`src/rtl/alu_op_sequencer.sv`:
```
// alu_op_sequencer: command front-end for the ALU.
// Buffers operand/opcode commands in a DEPTH-entry FIFO, issues them one at
// a time to the ALU, waits out its one-cycle registered latency and captures
// the result and flags into a valid/ready response register.
// Divide-by-zero results are forced to zero and flagged with rsp_err.
// Optional build macro: ALU_SEQ_STATS_EN adds rsp_count and err_count outputs.

module alu_op_sequencer #(
    parameter int WIDTH = 4,
    parameter int DEPTH = 4
) (
    input  logic               clk,
    input  logic               rst,
    input  logic               cmd_valid,
    output logic               cmd_ready,
    input  logic [WIDTH-1:0]   cmd_a,
    input  logic [WIDTH-1:0]   cmd_b,
    input  logic [2:0]         cmd_op,
    output logic [WIDTH-1:0]   alu_a,
    output logic [WIDTH-1:0]   alu_b,
    output logic [2:0]         alu_select,
    input  logic [WIDTH*2-1:0] alu_out,
    input  logic               alu_carry_out,
    input  logic               alu_a_greater,
    input  logic               alu_a_equal,
    input  logic               alu_a_less,
    output logic               rsp_valid,
    input  logic               rsp_ready,
    output logic [WIDTH*2-1:0] rsp_result,
    output logic [2:0]         rsp_flags,
    output logic               rsp_carry,
    output logic               rsp_err,
`ifdef ALU_SEQ_STATS_EN
    output logic [15:0]        rsp_count,
    output logic [7:0]         err_count,
`endif
    output logic               busy
);

    localparam int AW = (DEPTH > 1) ? $clog2(DEPTH) : 1;
    localparam int CW = $clog2(DEPTH + 1);
    localparam int EW = 2 * WIDTH + 3;

    typedef enum logic [1:0] {
        IDLE,
        ISSUE,
        WAIT,
        RESP
    } state_t;

    state_t state;
    state_t next_state;

    logic [EW-1:0]    fifo_mem [DEPTH];
    logic [AW-1:0]    wr_ptr;
    logic [AW-1:0]    rd_ptr;
    logic [CW-1:0]    count;
    logic             full;
    logic             empty;
    logic             push;
    logic             pop;
    logic             capture;
    logic             rsp_done;
    logic             div_zero;
    logic [WIDTH-1:0] head_a;
    logic [WIDTH-1:0] head_b;
    logic [2:0]       head_op;

    assign full      = (count == CW'(DEPTH));
    assign empty     = (count == '0);
    assign cmd_ready = !full;
    assign push      = cmd_valid && !full;
    assign busy      = (state != IDLE) || !empty;
    assign div_zero  = (alu_select == 3'b111) && (alu_b == '0);

    assign {head_a, head_b, head_op} = fifo_mem[rd_ptr];

    // FIFO storage; contents need no reset because count gates every read
    always_ff @(posedge clk) begin
        if (push) begin
            fifo_mem[wr_ptr] <= {cmd_a, cmd_b, cmd_op};
        end
    end

    // FIFO pointers and occupancy; push and pop together leave count unchanged
    always_ff @(posedge clk) begin
        if (rst) begin
            wr_ptr <= '0;
            rd_ptr <= '0;
            count  <= '0;
        end else begin
            if (push) begin
                wr_ptr <= wr_ptr + AW'(1);
            end
            if (pop) begin
                rd_ptr <= rd_ptr + AW'(1);
            end
            case ({push, pop})
                2'b10:   count <= count + CW'(1);
                2'b01:   count <= count - CW'(1);
                default: count <= count;
            endcase
        end
    end

    // FSM state register
    always_ff @(posedge clk) begin
        if (rst) begin
            state <= IDLE;
        end else begin
            state <= next_state;
        end
    end

    // FSM next-state logic plus the pop/capture/handshake strobes
    always_comb begin
        next_state = state;
        pop        = 1'b0;
        capture    = 1'b0;
        rsp_done   = 1'b0;
        case (state)
            IDLE: begin
                if (!empty) begin
                    pop        = 1'b1;
                    next_state = ISSUE;
                end
            end
            ISSUE: begin
                next_state = WAIT;
            end
            WAIT: begin
                capture    = 1'b1;
                next_state = RESP;
            end
            RESP: begin
                if (rsp_ready) begin
                    rsp_done = 1'b1;
                    if (!empty) begin
                        pop        = 1'b1;
                        next_state = ISSUE;
                    end else begin
                        next_state = IDLE;
                    end
                end
            end
            default: begin
                next_state = IDLE;
            end
        endcase
    end

    // ALU operand registers change only when a command is popped
    always_ff @(posedge clk) begin
        if (rst) begin
            alu_a      <= '0;
            alu_b      <= '0;
            alu_select <= '0;
        end else if (pop) begin
            alu_a      <= head_a;
            alu_b      <= head_b;
            alu_select <= head_op;
        end
    end

    // Response register: capture in WAIT, hold until the consumer accepts
    always_ff @(posedge clk) begin
        if (rst) begin
            rsp_valid  <= 1'b0;
            rsp_result <= '0;
            rsp_flags  <= '0;
            rsp_carry  <= 1'b0;
            rsp_err    <= 1'b0;
        end else if (capture) begin
            rsp_valid  <= 1'b1;
            rsp_result <= div_zero ? '0 : alu_out;
            rsp_err    <= div_zero;
            rsp_flags  <= {alu_a_greater, alu_a_equal, alu_a_less};
            rsp_carry  <= alu_carry_out;
        end else if (rsp_done) begin
            rsp_valid  <= 1'b0;
        end
    end

`ifdef ALU_SEQ_STATS_EN
    // Saturating counters of completed handshakes and of errored ones
    always_ff @(posedge clk) begin
        if (rst) begin
            rsp_count <= '0;
            err_count <= '0;
        end else if (rsp_done) begin
            if (rsp_count != 16'hFFFF) begin
                rsp_count <= rsp_count + 16'd1;
            end
            if (rsp_err && (err_count != 8'hFF)) begin
                err_count <= err_count + 8'd1;
            end
        end
    end
`endif

endmodule

```
`config.mk`:
```
export PLATFORM = sky130hd
export DESIGN_NAME = alu_op_sequencer
export DESIGN_NICKNAME = d
export VERILOG_FILES = /design/src/rtl/alu_op_sequencer.sv
export SDC_FILE = /design/constraint.sdc
export NUM_CORES = 1
export LEC_CHECK = 0
export BUFFER_PORTS_ARGS = -buffer_cell sky130_fd_sc_hd__buf_2
export CORE_ASPECT_RATIO = 1.75
export CORE_MARGIN = 2
export CORE_UTILIZATION = 35
export DETAILED_ROUTE_END_ITERATION = 6
export GPL_TIMING_DRIVEN = 0
export PLACE_DENSITY = 0.63
export SKIP_CTS_REPAIR_TIMING = 1
export SLEW_MARGIN = 25
export SYNTH_ARGS = -nofsm -noshare
export SYNTH_HDL_FRONTEND = slang
export SYNTH_SLANG_ARGS = --single-unit
```
`constraint.sdc`:
```
create_clock -name clk -period 2.9 [get_ports clk]
set_input_delay 0.29 -clock clk [delete_from_list [all_inputs] [get_ports clk]]
set_output_delay 0.29 -clock clk [all_outputs]
set_load 0.05 [all_outputs]
```
# Yosys cells after proc, flatten, opt, wreduce, memory -nomap -nowiden
# Memory sizes are Yosys's and may differ from the RTL's. A register that Yosys moved wholly into a read port is not among the register bits.
# Cells that the tools add are included.
op_classes:
  add_sub_neg: 4
  eq_ne: 9
  n_mux: 16
  n_reduce_logical: 12
ops:
  columns: ["op", "n"]
  rows:
  - ["$mux 1", 10]
  - ["$mux 8", 1]
  - ["$pmux 2 s4", 1]
  - ["$eq 2x2->1 const B", 3]
  - ["$eq 3x3->1 const B", 2]
  - ["$pmux 3 s2", 1]
  - ["$reduce_bool 2->1", 3]
  - ["$add 2x1->2 const B", 2]
  - ["$eq 2x1->1 const B", 2]
  - ["$logic_not 4->1", 1]
  - ["$mux 2", 2]
  - ["$ne 2x2->1 const B", 2]
  - ["$add 3x1->3 const B", 1]
  - ["$logic_not 3->1", 1]
  - ["$sub 3x1->3 const B", 1]
  - ["$logic_and 1x1->1", 2]
  - ["$logic_not 1->1", 2]
  - ["$logic_not 2->1", 1]
  - ["$pmux 1 s2", 1]
  - ["$reduce_and 2->1", 1]
  - ["$logic_or 1x1->1", 1]
word_totals:
  register_bits: 23
  ramBits: 44
  inputBits: 27
  out_inout_bits: 27
  wordCells: 51
  n_memories: 1
mem_list:
  columns: ["name", "words", "word_bits", "read_ports", "rd_clocked_by_memory_dff", "write_ports", "line_no", "rtl"]
  rows:
  - ["fifo_mem", 4, 11, 1, 1, 1, "54", "logic [EW-1:0] fifo_mem [DEPTH];"]

# Depth between registers and ports, before layout
# Gate-level depths: netlist (run 1).
depth:
  ltp_word: 6
  ltp_mapped: 9
  depth_no_buf: 9

# Worst setup path after synthesis (run 1)
# No wires, ideal clock.
synth_timing:
  path_type: "register to register"
  start: "reg count[0]"
  end: "reg count[2]"
  t_arrival_ns: 2.435
  path_slack_ns: 0.395
  stages_incl_launch_ff: 9
  path_buffers: 1
  period_less_slack_ns: 2.505
  path_cell_list: "dfxtp_1 -> or3b_1 -> clkbuf_1 -> nand2_1 -> ha_1 -> fa_1 -> xnor2_1 -> or3_1 -> a21oi_1"
synth_between:
  word_cells_on_any_way: 13
  classes_between: "add/sub: 2; eq/ne: 3; mux: 4; reduce/logical: 4"
synth_rtl:
  columns: ["element", "line_no", "rtl"]
  rows:
  - ["from (decl)", "57", "logic [CW-1:0] count;"]
  - ["from (signal assigned)", "99", "2'b10: count <= count + CW'(1);"]
  - ["from (signal assigned)", "100", "2'b01: count <= count - CW'(1);"]
  - ["from (signal assigned)", "101", "default: count <= count;"]
  - ["$eq 3x3->1 (*)", "69", "assign full = (count == CW'(DEPTH));"]
  - ["$logic_not 1->1 (*)", null, null]
  - ["named net cmd_ready", "15", "output logic cmd_ready,"]
  - ["$logic_and 1x1->1 (*)", "72", "assign push = cmd_valid && !full;"]
  - ["$eq 2x1->1 / $eq 2x2->1 (equally long branches)", "98", "case ({push, pop})"]
  - ["$pmux 3 s2 / $reduce_bool 2->1 (equally long branches)", null, null]
# Mark *: on every way through the listed nets, which the timed path passes. The rest lies on a longest branch.
# A chain may end at the register's enable or synchronous reset.

# Worst setup path after layout (run 1)
layout_timing:
  start: "reg state[1]"
  end: "reg count[2]"
layout_between:
  elab_chain_len: 4
  word_cells_on_any_way: 7
  classes_between: "eq/ne: 3; mux: 2; reduce/logical: 2"
layout_lines:
  columns: ["element", "line_no", "rtl"]
  rows:
  - ["from (decl)", "51", "state_t state;"]
  - ["from (signal assigned)", "111", "state <= next_state;"]
  - ["$eq 2x2->1 / $logic_not 2->1 (equally long branches)", "121", "case (state)"]
  - ["$pmux 1 s2 (*)", "121", null]
  - ["named net pop", "61", "logic pop;"]
  - ["$eq 2x1->1 / $eq 2x2->1 (equally long branches)", "98", null]
  - ["$pmux 3 s2 / $reduce_bool 2->1 (equally long branches)", null, null]
# Marks and branches as above.

==> results.tsv, run 1 <==
metric	value	unit
status	finished clean	
tritoncts	done	
dpl.hpwl	4700	um
fill_cells	839	
setup_violations	0	
power_frac_seq	0.351	
path_class	reg2reg	
postRouteAntennaNets	0	
clkLatencyLatePin	0.33	ns
grt_pass1_wl	10300	um
path_cells	inv_1 -> ha_1 -> a21oi_1 -> nor3_1 -> ha_1 -> fa_1 -> xnor2_1 -> or3_1 -> a21oi_1	
finalPower	4.24	mW
cts_buffers	9	
gp_congestion	0.778	
ys_ff_latch	78	
die-area	10000	um^2
synth_nets	276	
start_kind	flop	
antenna_found_initial	0	
async_reset_ff_frac	0	
gr-total-overflow	0	
slowest_delay	0.40	ns
cts.sinks	78	
drv_slew	0	
dr.pass1.iters	4	
nNetsFinal	338	
diodes	0	
vias	2117	
fmax	406	MHz
grt_pass1_vias	2181	
area_delta_synth_final	22.2	%
p_comb_frac	0.377	
initial_core_util	0.358	
postSynthAreaPerCell	13.5	um^2
clkPwrFrac	0.272	
dieWidth	76.5	um
routed_wl	6350	um
hold_path_class	in2reg	
route.detailed.drc	0	
p_leak	1.46	nW
min_from	cmd_b[0]	
fin_worst_skew	0.00559	ns
rsz0062_at_grt	no	
drv_cap	0	
cts-root-buf	clkbuf_16	
period_share	0.849	
utilization	0.438	
setup_ws	0.438	ns
fin_crit	2.46	ns
synth.distinct_cells	40	
tightest_slew	0.705	ns
syn_inst	239	
routed_via_density	4.97	
port_buffers	51	
cp-end-kind	flop	
crit_slowest_cell	dfxtp_1	
final_area	3930	um^2
cp_max_fo	5	
grt_max_degree	13	
synthFlopType	edfxtp_1	
crit_required	3.16	ns
ir_drop	0.427	mV
ys_seq_area_frac	0.623	
pre_cts_ws	0.469	ns
drt-wirelength-per-cell	14.9	um
r2r_start	state[1]	
core	8980	um^2
yosys_warnings	0	
hold_viol_final	0	
arrival	2.72	ns
clk_pin_slew	0.05	ns
post_synth_instance_area	3220	um^2
drt-initial-drc-count	103	
p_per_area	1080	nW/um^2
switching_share	0.376	
htree_levels	3	
clockBufferDepth	2	
fin_tns_setup	0	ns
fp-row-count	46	
pin_count	54	
crit_start	state[1]	
die_h	131	um
drive_gt1_frac	0.271	
p_int	2.64	mW
slew_headroom	0.523	
dpl_cell_area	3620	um^2
p_switching	1.59	mW
synth_edf_count	44	
grt_use_total	0.135	
worst paths after layout:
check | end | depth (start not counted) | slack [ns]
max | count[2] | 9 | 0.44
min | fifo_mem[0][3] | 1 | 0.17
max reg2reg | count[2] | 9 | 0.44
min reg2reg | rsp_result[5] | 2 | 0.46
placed cells by master, fill, tap and decap left out, types with 2 or more instances in the layout:
cell type	instances
o211ai_1	8
ha_1	9
clkbuf_1	14
or3_1	3
edfxtp_1	44
inv_1	6
a21o_1	3
clkbuf_16	9
dfxtp_1	34
nand2b_1	3
mux4_2	11
nor3_1	2
nand2_1	10
a21oi_1	27
o31ai_1	12
nor2b_1	2
mux2i_1	5
bufinv_16	2
nor2_1	8
buf_1	2
buf_6	2
buf_2	55
and3_1	4
nand3_1	2
nand4_1	11
metal layers:
layer	vias to the layer above	track usage	wire length (um)
met4	0	0.0759	142
met3	11	0.0364	321
li1	1044	-	-
met2	55	0.255	3500
met1	1007	0.132	2390
met5	-	0	0
logic make-up (layout without fill, tap and decap cells):
logic type      count (synthesis)  in the layout  share of synthesized area
flops                          78             78                      0.623
compound gates                 57             57                      0.113
simple gates                   51             51                     0.0895
buf+inv                        25             92                     0.0354
mux                            16             16                     0.0926
fa+ha+maj                      10             10                     0.0412
xor+xnor                        2              2                    0.00545
synthesized netlist by cell type, types with 2 or more instances:
master     n  share of area
buf_2      4         0.0062
a21oi_1   27          0.042
nand2b_1   3         0.0058
and3_1     4         0.0078
dfxtp_1   34           0.21
buf_6      2         0.0070
nand2_1   10          0.012
nor2b_1    2         0.0039
ha_1       9          0.035
or3_1      3         0.0058
o211ai_1   8          0.019
inv_1      6         0.0070
mux2i_1    5          0.016
edfxtp_1  44           0.41
clkbuf_1  10          0.012
a21o_1     3         0.0070
buf_1      2         0.0023
nor3_1     2         0.0031
nand3_1    2         0.0031
nor2_1     8         0.0093
o31ai_1   12          0.028
mux4_2    11          0.077
nand4_1   11          0.021
registers in the layout, summed over array words and instances, names as in the netlist, 2 cells and up:
name	flops
count	3
state	2
alu_select	3
alu_a	4
rd_ptr	2
rsp_result	8
alu_b	4
rsp_flags	3
wr_ptr	2
fifo_mem	44
power groups by stage:
stage	clock, mW	combinational (mW)	sequential, mW
floorplan	0	0.947	1.78
global placement	0	1.59	1.50
detailed placement	0	1.60	1.51
CTS	1.19	1.61	1.49
global route	1.23	1.73	1.51
finish	1.15	1.60	1.49
worst max-delay path: cells and delay by family (launching register included):
kind	cells	cell delay [ns]
flip-flops	1	0.40
XOR/XNOR	1	0.15
AND/OR/NAND/NOR	2	0.45
AO/OA/AOI/OAI	2	0.45
adder cells (fa/ha/maj)	3	0.85
buffers and inverters	1	0.09
final cells by class:
cell class,instances,area [um^2],area share
inverters,7,26.3,0.00669
clock inverters,3,68.8,0.0175
repair buffers,51,255,0.0649
clock buffers,13,240,0.0611
flip-flops and latches,78,2000,0.509
plain buffers,18,87.6,0.0223
well taps,120,150,0.0382
multi-input cells,136,1100,0.280
through the flow:
stage / instances / hold slack (ns)
floorplan: 239 / 0.389
global placement: 410 / 0.442
detailed placement: 410 / 0.444
CTS: 426 / 0.158
global route: 426 / 0.176
finish: 426 / 0.173
Power figures use the tool's default switching activity.
==> run 2, diff against run 1 <==
PLACE_DENSITY = 0.65   (was 0.63)
clock period = 2.1 ns   (was 2.9 ns; I/O delays follow)
==> run 2 against run 1 <==
Against the previous run: power rose by 42%; clock skew about the same; combinational power is 45% higher; core utilization up 0.82 points; clock-buffer cell count is 1 lower; die area did not move; global-route usage up 0.53 points; register-to-register slack got worse by 0.40 ns; non-clock buffer count did not move; maximum frequency rose by 19%; design area rose by 1.9%; critical path type unchanged; largest cell class unchanged.
==> results.tsv, run 2 (synthesized netlist as in run 1, its figures left out) <==
metric	value	unit
status	finished clean	
clockBufferDepth	2	
fill_cells	837	
cp_max_fo	5	
crit_required	2.36	ns
cp_num_buf_inv	1	
antenna_found_initial	0	
die-area	10000	um^2
p_leak	1.47	nW
start_kind	flop	
drv_cap	0	
hold_path_class	in2reg	
min_from	cmd_op[2]	
fp-row-count	46	
dpl_cell_area	3630	um^2
setup_violations	0	
clkLatencyLatePin	0.33	ns
pre_cts_ws	-0.180	ns
ir_drop	0.670	mV
drt-initial-drc-count	162	
pin_count	54	
postRouteAntennaNets	0	
final_area	4000	um^2
cts-root-buf	clkbuf_16	
largest_register_ffs	44	
cts_buffers	9	
drv_slew	0	
regToRegSetupSlack	0.03	ns
die_h	131	um
dr.pass1.iters	4	
htree_levels	3	
grt_pass1_vias	2226	
drive_gt1_frac	0.330	
fin_worst_skew	0.00530	ns
grt_use_total	0.140	
diodes	0	
grt_max_degree	13	
clk_pin_slew	0.06	ns
finalPower	6.03	mW
timing.rr.end	count[2]	
cts.sinks	78	
dieWidth	76.5	um
drt-wirelength-per-cell	15.3	um
cp-end-kind	flop	
gp_congestion	0.782	
ff2ff_path_depth	9	
route.detailed.drc	0	
cpLargestDelayFamily	adder cells	
tightest_slew	0.595	ns
grt_pass1_wl	10600	um
fin_crit	2.07	ns
rsz0062_at_grt	yes	
min_to	fifo_mem[0][2]	
nNetsFinal	338	
port_buffers	51	
routed_wl	6510	um
path_cells	inv_2 -> ha_4 -> a21oi_4 -> nor3_4 -> ha_2 -> fa_2 -> xnor2_1 -> or3_1 -> a21oi_1	
crit_slowest_cell	dfxtp_2	
r2r_start	state[0]	
path_class	reg2reg	
dpl.hpwl	4750	um
p_per_area	1510	nW/um^2
final_cell_mix	buf_2 (55), edfxtp_1 (44), dfxtp_1 (29)	
setup_ws	0.0350	ns
gr-total-overflow	0	
period_share	0.983	
fmax	484	MHz
vias	2126	
crit_start	state[0]	
slew_headroom	0.603	
whs	0.0905	ns
reg_top3	fifo_mem x44, rsp_result x8	
slowest_delay	0.35	ns
tritoncts	done	
core	8980	um^2
area_delta_synth_final	24.5	%
top_register	fifo_mem	
hold_viol_final	0	
routed_via_density	4.99	
arrival	2.32	ns
hold_depth	1	
final_common_cell	buf_2	
initial_core_util	0.358	
run 2: changes by cell type in the layout (fill, tap and decap cells not counted), moves of 2 or more:
cell,previous run,this run
clkinv_2,0,2
dfxtp_2,0,4
ha_1,9,6
inv_1,6,4
clkbuf_1,14,11
ha_2,0,2
nor3_1,2,0
dfxtp_1,34,29
inv_2,0,2
run 2: area by class of cell:
type | instances | area (um^2) | share of cell area
Buffer | 18 | 91.3 | 0.0228
Clock buffer | 12 | 246 | 0.0616
Clock inverter | 4 | 70.1 | 0.0175
Inverter | 7 | 26.3 | 0.00656
Multi-Input combinational cell | 136 | 1150 | 0.288
Sequential cell | 78 | 2010 | 0.502
Tap cell | 120 | 150 | 0.0375
Timing Repair Buffer | 51 | 255 | 0.0638
run 2: how the worst max path moves through the flow:
stage,endpoint,slack [ns],cells past startpoint
floorplan,count[2],0.0008,9
global placement,count[2],-0.18,9
detailed placement,count[2],-0.18,9
CTS,count[2],-0.20,9
global route,count[2],-0.03,7
finish,count[2],0.03,9
run 2: report_power, final:
part	switching, mW	leakage, nW	internal [mW]	total (mW)
Combinational	1.53	0.635	0.793	2.32
Clock	0.550	0.157	1.07	1.62
Sequential	0.183	0.683	1.90	2.09
run 2: metrics by stage:
step / setup TNS (ns) / std cells / utilization
CTS: -0.392 / 426 / 0.439
finish: 0 / 426 / 0.446
global route: -0.0339 / 426 / 0.446
global placement: -0.267 / 410 / 0.404
detailed placement: -0.298 / 410 / 0.404
floorplan: 0 / 239 / -
run 2: routing by layer:
| metal | track usage | wire, um |
|---|---|---|
| met1 | 0.135 | 2460 |
| met2 | 0.265 | 3590 |
| met3 | 0.0412 | 311 |
| met4 | 0.0759 | 148 |
| met5 | 0 | 0 |
==> run 3, diff against run 2 <==
==> constraint.sdc (replaced) <==
create_clock -name clk -period 2.1 [get_ports clk]
set_input_delay 0.21 -clock clk [delete_from_list [all_inputs] [get_ports clk]]
set_output_delay 0.21 -clock clk [all_outputs]
set_load 0.1 [all_outputs]
==> run 3 against run 2 <==
Against the previous run: wire length decreased by 1.7%; setup slack improved by 0.044 ns; global-route usage is 0.31 points lower; register-to-register slack improved by 0.04 ns; combinational power grew 28%; via count grew 0.99%.
==> results.tsv, run 3 (synthesized netlist as in run 1, its figures left out) <==
metric	value	unit
routed_wl	6400	um
slew_headroom	0.581	
drive_gt1_frac	0.345	
drt-wirelength-per-cell	15.0	um
clockBufferDepth	2	
fin_worst_skew	0.00716	ns
dp.cells	410	
tightest_slew	0.629	ns
area_delta_synth_final	25.5	%
die-area	10000	um^2
final_cell_mix	buf_2 (55), edfxtp_1 (44), dfxtp_1 (29)	
final_common_cell	buf_2	
reg_top3	fifo_mem x44, rsp_result x8	
fmax	495	MHz
fin_cells	427	
nNetsFinal	339	
largest_register_ffs	44	
p_leak	1.47	nW
dieWidth	76.5	um
core	8980	um^2
path_class	reg2reg	
drv_cap	0	
cts.sinks	78	
port_buffers	51	
fp-row-count	46	
gp_congestion	0.785	
route.detailed.drc	0	
crit_required	2.36	ns
pin_count	54	
status	finished clean	
postRouteAntennaNets	0	
grt_pass1_vias	2152	
drt-initial-drc-count	101	
whs	0.0908	ns
r2r_start	state[0]	
htree_levels	3	
utilization	0.449	
diodes	0	
drv_slew	0	
cp_max_fo	4	
dpl.hpwl	4720	um
start_kind	flop	
p_per_area	1630	nW/um^2
cts_buffers	9	
grt_use_total	0.137	
arrival	2.28	ns
critPathCapture	count[2]	
crit_start	state[0]	
cts-root-buf	clkbuf_16	
initial_core_util	0.358	
gr-total-overflow	0	
top_register	fifo_mem	
period_share	0.962	
clkLatencyLatePin	0.33	ns
hold_viol_final	0	
regToRegSetupSlack	0.08	ns
timing.rr.end	count[2]	
cp-end-kind	flop	
ir_drop	0.781	mV
hold_path_class	in2reg	
routed_via_density	5.03	
grt_pass1_wl	10400	um
fin_crit	2.02	ns
setup_violations	0	
tritoncts	done	
vias	2147	
clk_pin_slew	0.06	ns
ff2ff_path_depth	9	
die_h	131	um
dr.pass1.iters	4	
grt_max_degree	15	
antenna_found_initial	0	
-- run 3: changes by cell type in the layout (fill, tap and decap cells not counted), moves of 2 or more --
cell        change
clkinv_2        -2
dfxtp_2         -3
clkinvlp_4      +3
dfxtp_4         +3
clkbuf_1        -2
-- run 3: routing by layer --
| layer | global-route usage | part of all wire |
|---|---|---|
| met3 | 0.0391 | 0.054 |
| met5 | 0 | 0 |
| met2 | 0.250 | 0.53 |
| met1 | 0.138 | 0.38 |
| met4 | 0.0813 | 0.035 |
-- run 3: how the worst min path moves through the flow --
stage,startpoint,to,slack [ns],depth (start not counted)
2_1_floorplan,cmd_op[0],fifo_mem[0][0],0.31,0
3_3_place_gp,cmd_op[0],fifo_mem[2][0],0.42,1
3_5_place_dp,cmd_a[0],fifo_mem[1][7],0.43,1
4_1_cts,cmd_a[0],fifo_mem[1][7],0.08,1
5_1_grt,cmd_op[0],fifo_mem[2][0],0.09,1
6_report,cmd_a[0],fifo_mem[1][7],0.09,1
-- run 3: area by class of cell --
class                           instances  area (um^2)
Sequential cell                        78         2020
Clock inverter                          7         73.8
Clock buffer                            9          225
Timing Repair Buffer                   53          270
Buffer                                 17         83.8
Multi-Input combinational cell        136         1190
Fill cell                             841         4940
Inverter                                7         26.3
Tap cell                              120          150
-- run 3: critical path, stage by stage, from the launching register on --
cell	delay, ns
dfxtp_2	0.35
inv_2	0.07
ha_4	0.17
a21oi_4	0.16
nor3_4	0.07
ha_4	0.17
fa_2	0.37
xnor2_2	0.15
or3_1	0.31
a21oi_1	0.12
-- run 3: power by group --
group	switching (mW)	leakage, nW	internal [mW]
Sequential	0.180	0.684	1.91
Combinational	2.10	0.650	0.858
Clock	0.594	0.136	0.920
-- run 3: through the flow --
| step | setup slack [ns] | TNS [ns] | instance area [um^2] | total power, mW |
|---|---|---|---|---|
| finish | 0.0791 | 0 | 4040 | 6.56 |
| global route | -0.00645 | -0.00645 | 4040 | 6.91 |
| CTS | -0.316 | -0.574 | 3950 | 6.40 |
| detailed placement | -0.290 | -0.403 | 3650 | 4.87 |
| global placement | -0.231 | -0.306 | 3650 | 4.83 |
| floorplan | 0.000788 | 0 | 3240 | 4.35 |
